[config.mk]
export PLATFORM = sky130hd
export DESIGN_NAME = dual_issue_scheduler_flat
export DESIGN_NICKNAME = d
export VERILOG_FILES = /design/src/rtl/dual_issue_scheduler_if.sv /design/src/rtl/dual_issue_scheduler.sv /design/src/flat_wrapper.sv
export SDC_FILE = /design/constraint.sdc
export NUM_CORES = 1
export LEC_CHECK = 0
export BUFFER_PORTS_ARGS = -buffer_cell sky130_fd_sc_hd__buf_2
export CAP_MARGIN = 20
export CORE_MARGIN = 1.5
export CORE_UTILIZATION = 38
export CTS_CLUSTER_DIAMETER = 120
export DETAILED_ROUTE_END_ITERATION = 8
export PLACE_DENSITY = 0.84
export SLEW_MARGIN = 15
export SYNTH_ARGS = -nofsm -noshare
export SYNTH_HDL_FRONTEND = slang
export SYNTH_SLANG_ARGS = --single-unit
[constraint.sdc]
create_clock -name clock_i -period 9.1 [get_ports clock_i]
set_clock_uncertainty 0.05 [all_clocks]
set_input_delay 2.73 -clock clock_i [delete_from_list [all_inputs] [get_ports clock_i]]
set_output_delay 2.73 -clock clock_i [all_outputs]
set_load 0.05 [all_outputs]
[src/rtl/dual_issue_scheduler_if.sv]
// Decode-to-scheduler bundle: decoded pair, execute-stage load info, issue/stall decisions.
// Perf counter outputs exist only when SCHED_PERF_CNT_EN is defined.
interface dual_issue_scheduler_if #(
  parameter int CNT_W = 32
);
  logic       backend_we_i;
  logic       flush_i;
  logic       valid0_i, valid1_i;
  logic [4:0] rd0_i, rd1_i;
  logic       rdwe0_i, rdwe1_i;
  logic [4:0] rs1_0_i, rs2_0_i, rs1_1_i, rs2_1_i;
  logic       use1_0_i, use2_0_i, use1_1_i, use2_1_i;
  logic       mem0_i, mem1_i;
  logic       br0_i, br1_i;
  logic       ex_load_i;
  logic [4:0] ex_rd_i;
  logic       issue_en0_o, issue_en1_o;
  logic       issue0_stall_o, issue1_stall_o;
  logic       hold_dec_o;
  logic       load_use_o;
`ifdef SCHED_PERF_CNT_EN
  logic [CNT_W-1:0] perf_dual_o, perf_split_o, perf_lu_o;
`endif

  modport master (
    output backend_we_i, flush_i, valid0_i, valid1_i, rd0_i, rd1_i, rdwe0_i, rdwe1_i,
           rs1_0_i, rs2_0_i, rs1_1_i, rs2_1_i, use1_0_i, use2_0_i, use1_1_i, use2_1_i,
           mem0_i, mem1_i, br0_i, br1_i, ex_load_i, ex_rd_i,
    input  issue_en0_o, issue_en1_o, issue0_stall_o, issue1_stall_o, hold_dec_o, load_use_o
`ifdef SCHED_PERF_CNT_EN
    , input perf_dual_o, perf_split_o, perf_lu_o
`endif
  );

  modport slave (
    input  backend_we_i, flush_i, valid0_i, valid1_i, rd0_i, rd1_i, rdwe0_i, rdwe1_i,
           rs1_0_i, rs2_0_i, rs1_1_i, rs2_1_i, use1_0_i, use2_0_i, use1_1_i, use2_1_i,
           mem0_i, mem1_i, br0_i, br1_i, ex_load_i, ex_rd_i,
    output issue_en0_o, issue_en1_o, issue0_stall_o, issue1_stall_o, hold_dec_o, load_use_o
`ifdef SCHED_PERF_CNT_EN
    , output perf_dual_o, perf_split_o, perf_lu_o
`endif
  );
endinterface

[src/rtl/dual_issue_scheduler.sv]
// Dual-issue pairing controller: same-cycle pair/split/hold decision plus load-use interlock.
// Optional SCHED_PERF_CNT_EN adds wrapping dual/split/load-use counters.
module dual_issue_scheduler #(
  parameter int CNT_W       = 32,
  parameter bit DUAL_BRANCH = 1'b0
) (
  input logic               clock_i,
  input logic               reset_n_i,
  dual_issue_scheduler_if.slave bus
);
  localparam logic [0:0] ST_PAIR       = 1'b0;
  localparam logic [0:0] ST_SLOT1_PEND = 1'b1;

  logic [0:0] state_q, state_d;
  logic       raw, hazard, lu_s0, lu_s1, lu;
  logic       en0, en1, st0, st1, hold, lu_out;

  function automatic logic ex_match(input logic use_src, input logic [4:0] rs,
                                    input logic ex_load, input logic [4:0] ex_rd);
    return ex_load & (ex_rd != 5'd0) & use_src & (rs == ex_rd);
  endfunction

  // x0 is filtered by the rd0 != 0 term, so a write to x0 never forces a split.
  assign raw = bus.rdwe0_i & (bus.rd0_i != 5'd0) & bus.valid0_i &
               ((bus.use1_1_i & (bus.rs1_1_i == bus.rd0_i)) |
                (bus.use2_1_i & (bus.rs2_1_i == bus.rd0_i)));
  assign hazard = (bus.mem0_i & bus.mem1_i) | (!DUAL_BRANCH & bus.br0_i & bus.br1_i) | raw;

  assign lu_s0 = bus.valid0_i &
                 (ex_match(bus.use1_0_i, bus.rs1_0_i, bus.ex_load_i, bus.ex_rd_i) |
                  ex_match(bus.use2_0_i, bus.rs2_0_i, bus.ex_load_i, bus.ex_rd_i));
  assign lu_s1 = bus.valid1_i &
                 (ex_match(bus.use1_1_i, bus.rs1_1_i, bus.ex_load_i, bus.ex_rd_i) |
                  ex_match(bus.use2_1_i, bus.rs2_1_i, bus.ex_load_i, bus.ex_rd_i));
  // Once slot 0 has issued only slot 1's sources are still waiting.
  assign lu = (state_q == ST_PAIR) ? (lu_s0 | lu_s1) : lu_s1;

  always_comb begin
    state_d = state_q;
    en0     = 1'b0;
    en1     = 1'b0;
    st0     = 1'b0;
    st1     = 1'b0;
    hold    = 1'b0;
    lu_out  = 1'b0;
    if (!reset_n_i || bus.flush_i) begin
      state_d = ST_PAIR;
    end else if (state_q == ST_PAIR) begin
      if (lu) begin
        lu_out = 1'b1;
        hold   = 1'b1;
      end else if (bus.valid0_i && bus.valid1_i && hazard) begin
        en0  = 1'b1;
        st0  = 1'b1;
        hold = 1'b1;
        if (bus.backend_we_i) state_d = ST_SLOT1_PEND;
      end else begin
        en0 = bus.valid0_i;
        en1 = bus.valid1_i;
      end
    end else begin
      if (lu) begin
        lu_out = 1'b1;
        hold   = 1'b1;
      end else begin
        en1 = 1'b1;
        st1 = 1'b1;
        if (bus.backend_we_i) state_d = ST_PAIR;
      end
    end
  end

  always_ff @(posedge clock_i) begin
    if (!reset_n_i) state_q <= ST_PAIR;
    else            state_q <= state_d;
  end

  assign bus.issue_en0_o    = en0;
  assign bus.issue_en1_o    = en1;
  assign bus.issue0_stall_o = st0;
  assign bus.issue1_stall_o = st1;
  assign bus.hold_dec_o     = hold;
  assign bus.load_use_o     = lu_out;

`ifdef SCHED_PERF_CNT_EN
  logic [CNT_W-1:0] dual_cnt, split_cnt, lu_cnt;

  // Outputs are already zero under flush, so flush never bumps a counter.
  always_ff @(posedge clock_i) begin
    if (!reset_n_i) begin
      dual_cnt  <= '0;
      split_cnt <= '0;
      lu_cnt    <= '0;
    end else if (bus.backend_we_i) begin
      if (en0 && en1) dual_cnt <= dual_cnt + CNT_W'(1);
      if (st0)        split_cnt <= split_cnt + CNT_W'(1);
      if (lu_out)     lu_cnt <= lu_cnt + CNT_W'(1);
    end
  end

  assign bus.perf_dual_o  = dual_cnt;
  assign bus.perf_split_o = split_cnt;
  assign bus.perf_lu_o    = lu_cnt;
`else
  localparam int unused_cnt_w = CNT_W;
`endif
endmodule

[src/flat_wrapper.sv]
// flat-port wrapper written by rule: the top's interface ports become plain ports
module dual_issue_scheduler_flat 
#(
  parameter int CNT_W       = 32,
  parameter bit DUAL_BRANCH = 1'b0
)
  (clock_i, reset_n_i, bus_backend_we_i, bus_flush_i, bus_valid0_i, bus_valid1_i, bus_rd0_i, bus_rd1_i, bus_rdwe0_i, bus_rdwe1_i, bus_rs1_0_i, bus_rs2_0_i, bus_rs1_1_i, bus_rs2_1_i, bus_use1_0_i, bus_use2_0_i, bus_use1_1_i, bus_use2_1_i, bus_mem0_i, bus_mem1_i, bus_br0_i, bus_br1_i, bus_ex_load_i, bus_ex_rd_i, bus_issue_en0_o, bus_issue_en1_o, bus_issue0_stall_o, bus_issue1_stall_o, bus_hold_dec_o, bus_load_use_o);
  dual_issue_scheduler_if #(.CNT_W(CNT_W)) bus_i ();
  input logic clock_i;
  input logic reset_n_i;
  input wire logic [$bits(bus_i.backend_we_i)-1:0] bus_backend_we_i;
  input wire logic [$bits(bus_i.flush_i)-1:0] bus_flush_i;
  input wire logic [$bits(bus_i.valid0_i)-1:0] bus_valid0_i;
  input wire logic [$bits(bus_i.valid1_i)-1:0] bus_valid1_i;
  input wire logic [$bits(bus_i.rd0_i)-1:0] bus_rd0_i;
  input wire logic [$bits(bus_i.rd1_i)-1:0] bus_rd1_i;
  input wire logic [$bits(bus_i.rdwe0_i)-1:0] bus_rdwe0_i;
  input wire logic [$bits(bus_i.rdwe1_i)-1:0] bus_rdwe1_i;
  input wire logic [$bits(bus_i.rs1_0_i)-1:0] bus_rs1_0_i;
  input wire logic [$bits(bus_i.rs2_0_i)-1:0] bus_rs2_0_i;
  input wire logic [$bits(bus_i.rs1_1_i)-1:0] bus_rs1_1_i;
  input wire logic [$bits(bus_i.rs2_1_i)-1:0] bus_rs2_1_i;
  input wire logic [$bits(bus_i.use1_0_i)-1:0] bus_use1_0_i;
  input wire logic [$bits(bus_i.use2_0_i)-1:0] bus_use2_0_i;
  input wire logic [$bits(bus_i.use1_1_i)-1:0] bus_use1_1_i;
  input wire logic [$bits(bus_i.use2_1_i)-1:0] bus_use2_1_i;
  input wire logic [$bits(bus_i.mem0_i)-1:0] bus_mem0_i;
  input wire logic [$bits(bus_i.mem1_i)-1:0] bus_mem1_i;
  input wire logic [$bits(bus_i.br0_i)-1:0] bus_br0_i;
  input wire logic [$bits(bus_i.br1_i)-1:0] bus_br1_i;
  input wire logic [$bits(bus_i.ex_load_i)-1:0] bus_ex_load_i;
  input wire logic [$bits(bus_i.ex_rd_i)-1:0] bus_ex_rd_i;
  output wire logic [$bits(bus_i.issue_en0_o)-1:0] bus_issue_en0_o;
  output wire logic [$bits(bus_i.issue_en1_o)-1:0] bus_issue_en1_o;
  output wire logic [$bits(bus_i.issue0_stall_o)-1:0] bus_issue0_stall_o;
  output wire logic [$bits(bus_i.issue1_stall_o)-1:0] bus_issue1_stall_o;
  output wire logic [$bits(bus_i.hold_dec_o)-1:0] bus_hold_dec_o;
  output wire logic [$bits(bus_i.load_use_o)-1:0] bus_load_use_o;
  assign bus_i.backend_we_i = bus_backend_we_i;
  assign bus_i.flush_i = bus_flush_i;
  assign bus_i.valid0_i = bus_valid0_i;
  assign bus_i.valid1_i = bus_valid1_i;
  assign bus_i.rd0_i = bus_rd0_i;
  assign bus_i.rd1_i = bus_rd1_i;
  assign bus_i.rdwe0_i = bus_rdwe0_i;
  assign bus_i.rdwe1_i = bus_rdwe1_i;
  assign bus_i.rs1_0_i = bus_rs1_0_i;
  assign bus_i.rs2_0_i = bus_rs2_0_i;
  assign bus_i.rs1_1_i = bus_rs1_1_i;
  assign bus_i.rs2_1_i = bus_rs2_1_i;
  assign bus_i.use1_0_i = bus_use1_0_i;
  assign bus_i.use2_0_i = bus_use2_0_i;
  assign bus_i.use1_1_i = bus_use1_1_i;
  assign bus_i.use2_1_i = bus_use2_1_i;
  assign bus_i.mem0_i = bus_mem0_i;
  assign bus_i.mem1_i = bus_mem1_i;
  assign bus_i.br0_i = bus_br0_i;
  assign bus_i.br1_i = bus_br1_i;
  assign bus_i.ex_load_i = bus_ex_load_i;
  assign bus_i.ex_rd_i = bus_ex_rd_i;
  assign bus_issue_en0_o = bus_i.issue_en0_o;
  assign bus_issue_en1_o = bus_i.issue_en1_o;
  assign bus_issue0_stall_o = bus_i.issue0_stall_o;
  assign bus_issue1_stall_o = bus_i.issue1_stall_o;
  assign bus_hold_dec_o = bus_i.hold_dec_o;
  assign bus_load_use_o = bus_i.load_use_o;
  dual_issue_scheduler #(.CNT_W(CNT_W), .DUAL_BRANCH(DUAL_BRANCH)) u_core (.clock_i(clock_i), .reset_n_i(reset_n_i), .bus(bus_i));
endmodule
=== Yosys cells after proc, flatten, opt, wreduce, memory -nomap -nowiden ===
Index checks and enable logic that the tools add are counted.

* Register bits: 1
* Bits in latches: 0
* Memory bits (writable): 0
* Memory bits (read-only): 0
* Input port bits: 52
* Word-level logic and storage cells: 66
* Memories: 0

* $add $sub $neg: 0
* Multipliers: 0
* Divide/modulo/power cells: 0
* Magnitude comparators: 0
* Equal/unequal tests: 6
* Shift operators: 0
* Muxes and demuxes: 27
* Bitwise logic cells: 25
* Reduce and logical (&&, ||, !) cells: 7

{| class="wikitable"
|+ Operators by type and width
! kind !! number
|-
| == test 5 bit || 6
|-
| two-way mux 1 bit || 27
|-
| AND 1 bit || 18
|-
| nonzero test 5 bit || 2
|-
| bitwise OR 1 bit || 6
|-
| logical AND 1 bit || 2
|-
| OR reduction 2 bit || 1
|-
| logical NOT 1 bit || 1
|-
| logical OR 1 bit || 1
|-
| inverter 1 bit || 1
|}

=== Depth between registers and ports, before layout ===
* Depth after elaboration: 11
* Gate-level depth with buffers: 7

=== Worst setup path before layout ===
Ideal clock, no wire load.

* Kind: input to output
* Start: in bus_ex_rd_i[4]
* End: out bus_load_use_o
* Arrival: 4.679 ns
* Slack: 1.641 ns
* Stages on the path: 6
* Buffers on the path: 1
* Cell sequence: clkbuf_1 -> xnor2_1 -> nand4_1 -> o22a_1 -> o21a_1 -> nor3_1

* Word-level cells in the longest chain between the ends: 10
* Elaborated cells between the ends (all ways): 22
* Classes of those cells: eq/ne (4); mux (3); bitwise (14); reduce/logical (1)

{| class="wikitable"
|+ Ends and longest elaborated chain
! what !! RTL line !! RTL
|-
| from (decl) || flat_wrapper.sv:32 || <nowiki>input wire logic [$bits(bus_i.ex_rd_i)-1:0] bus_ex_rd_i;</nowiki>
|-
| nonzero test 5 bit || dual_issue_scheduler.sv:20 || <nowiki>return ex_load & (ex_rd != 5'd0) & use_src & (rs == ex_rd);</nowiki>
|-
| AND 1 bit (3 in series) || dual_issue_scheduler.sv:20 ||
|-
| bitwise OR 1 bit (on tied branches) || dual_issue_scheduler.sv:30, dual_issue_scheduler.sv:33 ||
|-
| AND 1 bit (on tied branches) || dual_issue_scheduler.sv:29, dual_issue_scheduler.sv:32 ||
|-
| bitwise OR 1 bit || dual_issue_scheduler.sv:36 || <nowiki>assign lu = (state_q == ST_PAIR) ? (lu_s0 | lu_s1) : lu_s1;</nowiki>
|-
| two-way mux 1 bit * || dual_issue_scheduler.sv:36 ||
|-
| two-way mux 1 bit * || dual_issue_scheduler.sv:49, dual_issue_scheduler.sv:62 ||
|-
| two-way mux 1 bit * || dual_issue_scheduler.sv:46 || <nowiki>if (!reset_n_i || bus.flush_i) begin</nowiki>
|-
| to (decl) || flat_wrapper.sv:38 || <nowiki>output wire logic [$bits(bus_i.load_use_o)-1:0] bus_load_use_o;</nowiki>
|}

Every way passes the cells marked *; elsewhere a longest branch is shown, timed or not.

=== Worst setup path after layout ===
* Start: in bus_ex_rd_i[0]
* End: out bus_issue0_stall_o

* Word-level cells in the longest chain between the ends: 11
* Elaborated cells between the ends (all ways): 23
* Classes of those cells: eq/ne (4); mux (4); bitwise (14); reduce/logical (1)

{| class="wikitable"
|+ Ends and longest elaborated chain
! what !! RTL line !! RTL
|-
| nonzero test 5 bit || dual_issue_scheduler.sv:20 ||
|-
| AND 1 bit (3 in series) || dual_issue_scheduler.sv:20 ||
|-
| bitwise OR 1 bit (on tied branches) || dual_issue_scheduler.sv:30, dual_issue_scheduler.sv:33 ||
|-
| AND 1 bit (on tied branches) || dual_issue_scheduler.sv:29, dual_issue_scheduler.sv:32 ||
|-
| bitwise OR 1 bit || dual_issue_scheduler.sv:36 ||
|-
| two-way mux 1 bit * || dual_issue_scheduler.sv:36 ||
|-
| two-way mux 1 bit * || dual_issue_scheduler.sv:49 || <nowiki>if (lu) begin</nowiki>
|-
| two-way mux 1 bit * || dual_issue_scheduler.sv:48 || <nowiki>end else if (state_q == ST_PAIR) begin</nowiki>
|-
| two-way mux 1 bit * || dual_issue_scheduler.sv:46 ||
|-
| to (decl) || flat_wrapper.sv:35 || <nowiki>output wire logic [$bits(bus_i.issue0_stall_o)-1:0] bus_issue0_stall_o;</nowiki>
|}

Marked as above.

==> out/summary.txt <==
async set-reset flop share out of synthesis - 0
CP max-delay cell - or4_4
status - finished clean
post-synthesis cell area - 591 sq um
RSZ-0062 raised after global routing - false
Max Fclk - 139 MHz
Worst Setup End Kind - primary output
Int Power - 0.0240 mW
CTS resizes - 0
Post-synth top flop - dfxtp_1
max reg flops - 1
hold buffer count at cts - 0
Comb pwr share - 0.889
total nets after synthesis - 131
fin util - 0.568
Die Ht - 42.4 um
total wire length - 1590 um
final setup TNS - 0 ns
antenna violations before repair - 0
Psw - 0.0175 mW
antenna cells - 0
Leakage - 0.360 nW
critical path data arrival time - 4.40 ns
largest registers - u_core.state_q (1)
Finish-stage setup viols - 0
final hold vios - 0
I/O pin total - 58
Post-synth EDFFs - 0
CP startpoint kind - input pin
Max-Slew Margin vs Limit - 0.832
Post-Syn Area per Cell - 7.48 sq um
Worst-path clk slew - 0 ns
number of global-route vias before repair - 665
wire per inst - 11.3 um
sequential cell area fraction in the yosys report - 0.0339
Synth top cells by count - xnor2_1 (30), nand4_1 (6), nand2_1 (4), nand3_1 (4)
DR vias - 747
CP dominant cell by count - buf_2
Slowest Stage Delay on Critical Path - 0.55 ns
fraction of layout cells with a size suffix above 1 - 0.432
CP required - 6.32 ns
Tightest Hold Check Type - reg2reg
total iterations of the first detailed-routing run - 4
switching part of the total - 0.422
worst vdd ir - 0.0259 mV
die area - 0.00180 sq mm
GR Util met2 - 0.369
GR Overflow Total - 0
GP Congestion - 0.767
clock power share - 0
largest net degree at the start of global routing - 8
I/O Buffers - 51
max cap viols - 0
final antenna-violating net count - 0
Syn Inst Count - 79
core area - 0.00147 sq mm
net total in the final layout - 179
Pins Over Slew Limit - 0
Top reg by flops - u_core.state_q
Via density - 5.30
Die Wd - 42.4 um
flop-to-flop setup slack - 8.00 ns
top-count cell post-synth - xnor2_1
Starting Density - 0.401
CP Cell Sequence - buf_2 -> or4_4 -> o21ai_4 -> or2_1 -> nor2b_1 -> and3_1 -> buf_2
minimum clock period after layout - 7.18 ns
HPWL after DPL - 1470 um
First DRT Iteration DRCs - 4
Worst Tran Pin Value - 0.254 ns
Netlist cell types - 28
Period Utilization, post-route - 0.789
Clock Latency Late Sink - 0 ns
worst-path fanout max - 5
register bit total from synthesis - 1
dominant cell type by area after synthesis - xnor2_1
Worst Path Class, Setup - in2out
met1 GRT Util - 0.208
top area cells in the synthesized netlist - xnor2_1 (44%), nand4_1 (6.4%), o21a_1 (3.8%), dfxtp_1 (3.4%), nand3_1 (3.4%)
Sequential Power Share - 0.111
GRT Total Usage - 0.186
first-pass GRT wire length - 2760 um
Post-CTS Setup Bufs - 0
area growth from synthesis to layout - 41.5%
DR DRC count - 0
GR peak layer - met2
# rows - 14
Synth top area share - 0.445
Cell Pwr Density - 49.7 mW/mm^2
grt met3 use - 0.0259
Ys Warns - 0
## layer usage
layer / wire (um) / up-vias
li1: - / 374
met1: 600 / 337
met2: 829 / 34
met3: 138 / 2
met4: 19 / 0
met5: 0 / -
## critical path, delay by kind of cell
family	cells	cell delay (ns)
AO/OA/AOI/OAI	1	0.17
buffers and inverters	2	0.40
AND/OR/NAND/NOR	4	1.09
## path summary, 6_finish.rpt
check	start	cells after the start	endpoint
worst min-delay path	u_core.state_q	2	u_core.state_q
worst max-delay path	bus_ex_rd_i[0]	7	bus_issue0_stall_o
worst max register to register	u_core.state_q	2	u_core.state_q
worst min register to register	u_core.state_q	2	u_core.state_q
## layout make-up
cell class / instances / area, sq um
fill: 149 / 636
multi-input combinational: 73 / 541
sequential: 1 / 20.0
tap: 16 / 20.0
timing repair buffer: 51 / 255
## cell families (layout without fill, tap and decap cells)
group | count (synthesis) | in the layout | synth area share
flip-flops | 1 | 1 | 0.0339
AND/OR/NAND/NOR | 27 | 27 | 0.263
buffers and inverters | 5 | 51 | 0.0508
XOR/XNOR | 30 | 30 | 0.445
AO/OA/AOI/OAI | 16 | 16 | 0.208
## power by group through the flow
stage	clock [mW]	sequential [mW]	combinational [mW]
2_1_floorplan	0	0.00459	0.0227
3_3_place_gp	0	0.00461	0.0358
3_5_place_dp	0	0.00461	0.0371
4_1_cts	0	0.00461	0.0372
5_1_grt	0	0.00463	0.0408
6_report	0	0.00462	0.0369
## layout by cell type, fill, tap and decap left out
master,n
nor2b_1,1
and3_1,2
or2_1,1
and2_1,1
nor3_1,1
buf_2,51
a41o_1,1
or4_1,1
o21ai_4,1
o22ai_1,1
nand3_1,4
o22a_1,2
nand2b_1,1
nand4_1,6
a21oi_1,3
a22oi_1,1
or4_4,1
o21bai_1,1
a21bo_2,1
xnor2_1,30
nand2_1,4
nor2_1,3
o21a_1,3
o21ai_0,2
dfxtp_1,1
or4b_1,1
## through the flow
stage	cell area, sq um	hold slack [ns]	setup slack (ns)	cells	power, mW
after floorplan	591	0.437	1.64	79	0.0273
final	836	0.480	1.92	141	0.0415
after detailed placement	836	0.477	1.92	141	0.0417
after CTS	836	0.477	1.92	141	0.0418
after global placement	836	0.463	1.97	141	0.0404
after global routing	836	0.515	1.82	141	0.0454
(Power assumes the default switching activity.)
